**src/rtl/muldiv_sequencer.sv**
```systemverilog
// HI/LO owner for the EX stage: single-cycle multiply, 32-step restoring divide,
// and the stall that holds consumers back while a divide is still running.
module muldiv_sequencer #(
   parameter int WIDTH = 32
) (
   input  logic             clk_i,
   input  logic             rst_i,
   input  logic             start_i,
   input  logic [1:0]       op_i,
   input  logic [WIDTH-1:0] a_i,
   input  logic [WIDTH-1:0] b_i,
   input  logic             readReq_i,
   input  logic             readHi_i,
   output logic             stall_o,
   output logic             busy_o,
   output logic [WIDTH-1:0] readData_o,
   output logic [WIDTH-1:0] hi_o,
   output logic [WIDTH-1:0] lo_o,
   output logic             divByZero_o
);

   localparam int CW = (WIDTH > 1) ? $clog2(WIDTH) : 1;

   typedef enum logic [1:0] {
      IDLE    = 2'd0,
      DIV_RUN = 2'd1,
      DIV_FIX = 2'd2
   } state_t;

   state_t           state_q, state_d;
   logic             busy_q, busy_d;
   logic             divByZero_q, divByZero_d;
   logic [CW-1:0]    count_q, count_d;
   logic [WIDTH-1:0] hi_q, hi_d;
   logic [WIDTH-1:0] lo_q, lo_d;
   logic [WIDTH-1:0] rem_q, rem_d;
   logic [WIDTH-1:0] dividend_q, dividend_d;
   logic [WIDTH-1:0] divisor_q, divisor_d;
   logic             quotSign_q, quotSign_d;
   logic             remSign_q, remSign_d;

   logic             signedOp;
   logic [2*WIDTH-1:0] aExt, bExt, product;
   logic [WIDTH-1:0] absA, absB;
   logic [WIDTH:0]   remShift, remDiff;
   logic             quotBit;

   assign signedOp = ~op_i[0];

   // Both operands are extended to the full product width so one multiplier
   // covers mult and multu; the low 2*WIDTH bits are exact either way.
   always_comb begin
      aExt = signedOp ? {{WIDTH{a_i[WIDTH-1]}}, a_i} : {{WIDTH{1'b0}}, a_i};
      bExt = signedOp ? {{WIDTH{b_i[WIDTH-1]}}, b_i} : {{WIDTH{1'b0}}, b_i};
      product = aExt * bExt;
      absA = (signedOp && a_i[WIDTH-1]) ? -a_i : a_i;
      absB = (signedOp && b_i[WIDTH-1]) ? -b_i : b_i;
   end

   // One restoring step: the remainder needs one extra bit before the compare.
   always_comb begin
      remShift = {rem_q, dividend_q[WIDTH-1]};
      remDiff  = remShift - {1'b0, divisor_q};
      quotBit  = (remShift >= {1'b0, divisor_q});
   end

   always_comb begin
      state_d     = state_q;
      count_d     = count_q;
      hi_d        = hi_q;
      lo_d        = lo_q;
      rem_d       = rem_q;
      dividend_d  = dividend_q;
      divisor_d   = divisor_q;
      quotSign_d  = quotSign_q;
      remSign_d   = remSign_q;
      divByZero_d = 1'b0;

      case (state_q)
         IDLE: begin
            if (start_i) begin
               if (!op_i[1]) begin
                  {hi_d, lo_d} = product;
               end else if (b_i == '0) begin
                  hi_d        = a_i;
                  lo_d        = '1;
                  divByZero_d = 1'b1;
               end else begin
                  dividend_d = absA;
                  divisor_d  = absB;
                  quotSign_d = signedOp & (a_i[WIDTH-1] ^ b_i[WIDTH-1]);
                  remSign_d  = signedOp & a_i[WIDTH-1];
                  rem_d      = '0;
                  count_d    = CW'(WIDTH - 1);
                  state_d    = DIV_RUN;
               end
            end
         end

         DIV_RUN: begin
            rem_d      = quotBit ? remDiff[WIDTH-1:0] : remShift[WIDTH-1:0];
            dividend_d = {dividend_q[WIDTH-2:0], quotBit};
            if (count_q == '0) begin
               state_d = DIV_FIX;
            end else begin
               count_d = count_q - 1'b1;
            end
         end

         DIV_FIX: begin
            lo_d    = quotSign_q ? -dividend_q : dividend_q;
            hi_d    = remSign_q ? -rem_q : rem_q;
            state_d = IDLE;
         end

         default: begin
            state_d = IDLE;
         end
      endcase

      busy_d = (state_d != IDLE);
   end

   always_ff @(posedge clk_i) begin
      if (rst_i) begin
         state_q     <= IDLE;
         busy_q      <= 1'b0;
         divByZero_q <= 1'b0;
         count_q     <= '0;
         hi_q        <= '0;
         lo_q        <= '0;
         rem_q       <= '0;
         dividend_q  <= '0;
         divisor_q   <= '0;
         quotSign_q  <= 1'b0;
         remSign_q   <= 1'b0;
      end else begin
         state_q     <= state_d;
         busy_q      <= busy_d;
         divByZero_q <= divByZero_d;
         count_q     <= count_d;
         hi_q        <= hi_d;
         lo_q        <= lo_d;
         rem_q       <= rem_d;
         dividend_q  <= dividend_d;
         divisor_q   <= divisor_d;
         quotSign_q  <= quotSign_d;
         remSign_q   <= remSign_d;
      end
   end

   assign stall_o     = busy_q & (start_i | readReq_i);
   assign busy_o      = busy_q;
   assign readData_o  = readHi_i ? hi_q : lo_q;
   assign hi_o        = hi_q;
   assign lo_o        = lo_q;
   assign divByZero_o = divByZero_q;

endmodule

```
**config.mk**
```make
export PLATFORM = sky130hd
export DESIGN_NAME = muldiv_sequencer
export DESIGN_NICKNAME = d
export VERILOG_FILES = /design/src/rtl/muldiv_sequencer.sv
export SDC_FILE = /design/constraint.sdc
export NUM_CORES = 2
export LEC_CHECK = 0
export CAP_MARGIN = 5
export CORE_MARGIN = 2
export CORE_UTILIZATION = 45
export CTS_CLUSTER_DIAMETER = 100
export CTS_CLUSTER_SIZE = 40
export DETAILED_ROUTE_END_ITERATION = 6
export SLEW_MARGIN = 20
export SYNTH_ARGS = -nofsm -noshare
export SYNTH_HDL_FRONTEND = slang
export SYNTH_SLANG_ARGS = --single-unit
```
**constraint.sdc**
```tcl
create_clock -name clk_i -period 11.7 [get_ports clk_i]
set_input_delay 2.925 -clock clk_i [delete_from_list [all_inputs] [get_ports clk_i]]
set_output_delay 2.925 -clock clk_i [all_outputs]
set_load 0.01 [all_outputs]
```
==> metrics.md <==
| Metric | Value |
|---|---|
| Status | finished clean |
| Most common cell after layout, fill and taps aside | inv_1 |
| DRC | 0 |
| Skew final | 0.01362 ns |
| Total of warnings raised by yosys | 0 |
| Crit path capture type | flop |
| Buffers on Ports | 169 |
| Area grow syn2layout | 13.24% |
| Met1 Usage GRT | 0.4003 |
| Cts bufs inserted | 17 |
| Root buf cell | clkbuf_16 |
| TritonRoute pass-1 iters | 6 |
| Crit Path Class | in -> reg |
| Most frequent cells in the layout | 1,578 x inv_1, 1,408 x fa_1, 719 x nand2_1 |
| Final count of hold timing violations | 0 |
| Met2 Track Usage GR | 0.4983 |
| Max incr delay on CP | 0.60 ns |
| Simple-Gate Fraction of Synth Area | 0.1436 |
| Cells after synthesis | 6,716 |
| Yosys cell types | 81 |
| Core Box Area | 0.1318 sq mm |
| CP top delay family | adder cells |
| Ys flop type | dfxtp_1 |
| Worst path required time | 12.08 ns |
| Crit start category | input pin |
| Most used cell, CP | fa_1 |
| DR WL/cell | 22.45 microns |
| Bufs and invs on worst path | 11 |
| WP data arrival | 11.78 ns |
| Yosys top cell area share | 0.4747 |
| Vias in the first global route | 50,570 |
| Gpl congestion | 1.009 |
| Final setup vio count | 0 |
| Post-DP HPWL | 169.8 mm |
| TritonCTS Sinks | 171 |
| GR Overflow Total | 0 |
| Final period utilization | 0.9742 |
| FMAX | 0.08774 GHz |
| Syn_area_per_cell | 8.918 sq um |
| Row cnt | 133 |
| Synth Area in Compound Gates | 0.07874 |
| Reg clk slew, reported paths | 0.07 ns |
| Syn_nets | 8,553 |
| Worst path slowest cell | fa_2 |
| Largest cells by area after synthesis | fa_1 47%, inv_1 9.9%, ha_1 7.2% |
| Slew Limit Fails | 0 |
| Async S/R FF share, synth | 0 |
| Share of cells above drive strength 1 | 0.1074 |
| Xor and xnor area share after synthesis | 0.03802 |
| First-pass GRT wire length | 308.7 mm |
| Relative slew slack | 0.3261 |
| CTS tree | yes |
| Busiest grt layer | met2 |
| Vias per cell | 5.276 |
| Tmin final | 11.40 ns |
| # H-tree levels | 4 |
| Initial cell density of the core | 0.4544 |
| Critical path fanouts, max | 11 |
| Routed WL | 198.8 mm |
| R2R setup slack | 7.97 ns |
| Fill count | 12,380 |
| Synth Cell Area | 0.05989 sq mm |
| Post-layout util | 0.5146 |
| Antenna-violating nets left | 0 |
| Largest family of logic cells by synthesized area | adder cells |
| Initial antenna violation count | 11 |
| Slew @ Worst Pin | 1.009 ns |
| Num ports | 170 |
| DRT iter0 DRCs | 3,261 |
| CTS Hold Bufs | 0 |
| Register area share after synthesis | 0.05716 |
| Die ar. | 0.1360 sq mm |
| Clock Path Buffers | 2 |
| Die H | 368.8 microns |
| Mux cell area share after synthesis | 0.01017 |
| Adder-cell share of the synthesized area | 0.5473 |
| Post-layout nets | 8,921 |
| Setup TNS | 0 ns |
| Synthesized flop and latch total | 171 |
| Grt met3 use | 0.03252 |
| Area leader, netlist | fa_1 |
| Largest net degree at the start of global routing | 83 |
| Max_cap viols | 0 |
| Die X-Extent | 368.8 microns |
| HP Class | reg -> reg |
| Vias | 46,720 |
| Post-synth EDFFs | 0 |
| GRT Util Overall | 0.3008 |
| Worst-Skew Late Latency | 0.47 ns |
## worst min-delay path, stage by stage, from the launching register on
cell and delay, ns:
dfxtp_1 0.31, nand2_1 0.05, a21oi_1 0.05
## final timing paths
path	endpoint	start	depth (start not counted)
max	hi_o[17]$_SDFFE_PP0P_	op_i[0]	33
min	divisor_q[31]$_SDFFE_PP0P_	divisor_q[31]$_SDFFE_PP0P_	2
max reg2reg	rem_q[24]$_SDFFE_PP0P_	rem_q[0]$_SDFFE_PP0P_	11
min reg2reg	divisor_q[31]$_SDFFE_PP0P_	divisor_q[31]$_SDFFE_PP0P_	2
## registers in the layout, indices dropped and copies added (netlist names)
register     count
divByZero_o      1
hi_o            32
lo_o            32
state_q          2
count_q          5
remSign_q        1
busy_o           1
divisor_q       32
dividend_q      32
quotSign_q       1
rem_q           32
## per-stage QoR
stage,hold slack [ns],setup slack [ns],instances,cell area (sq um)
after global routing,0.5024,-0.01796,8853,67810
after global placement,0.4428,-0.3720,8818,67030
after detailed placement,0.4479,-0.5349,8818,67030
after CTS,0.4557,0.06440,8850,67640
after floorplan,0.4244,0.004562,6716,59900
final,0.4579,0.3023,8856,67820
## synth_stat cells (all sizes together) (61+ instances only)
cell type and n:
dfxtp 171, a211oi 64, a21o 61, xnor2 160, o21ai 145, fa 1420, ha 346, inv 1580
xor2 100, nand2 724, a21oi 213, clkbuf 344, nor2 216, and2 577
## metal layers
layer,vias to the layer above,share of wire
met5,-,0
met4,0,0.053
met3,329,0.059
met2,1529,0.47
met1,24110,0.42
li1,20760,-
## what timing repair did
action | CTS | global route
setup buffers | 0 | 1
hold endpoints to repair | 0 | 0
resized for setup | 1 | 45
pin swaps | 0 | 11
setup endpoints to repair | 1 | 28
## logic make-up after synthesis
logic type	Yosys count
xor gates and xnor gates	260
buffers and inverters	1983
adders and majority gates	1768
muxes	56
AOI/OAI and AO/OA	727
DFF	171
and+or+nand+nor	1751
## layout make-up
class / instances / area, sq um / share of cell area
multi-input combinational: 4562 / 49170 / 0.7250
timing repair buffer: 749 / 6469 / 0.09538
inverter: 1583 / 5942 / 0.08762
sequential: 171 / 3423 / 0.05048
tap: 1755 / 2196 / 0.03238
clock buffer: 19 / 442.9 / 0.006531
clock inverter: 13 / 166.4 / 0.002454
antenna: 4 / 10.01 / 0.0001476
Power is not shown: default switching activity piles up to over one toggle a cycle in this logic, so the estimate is an artifact.
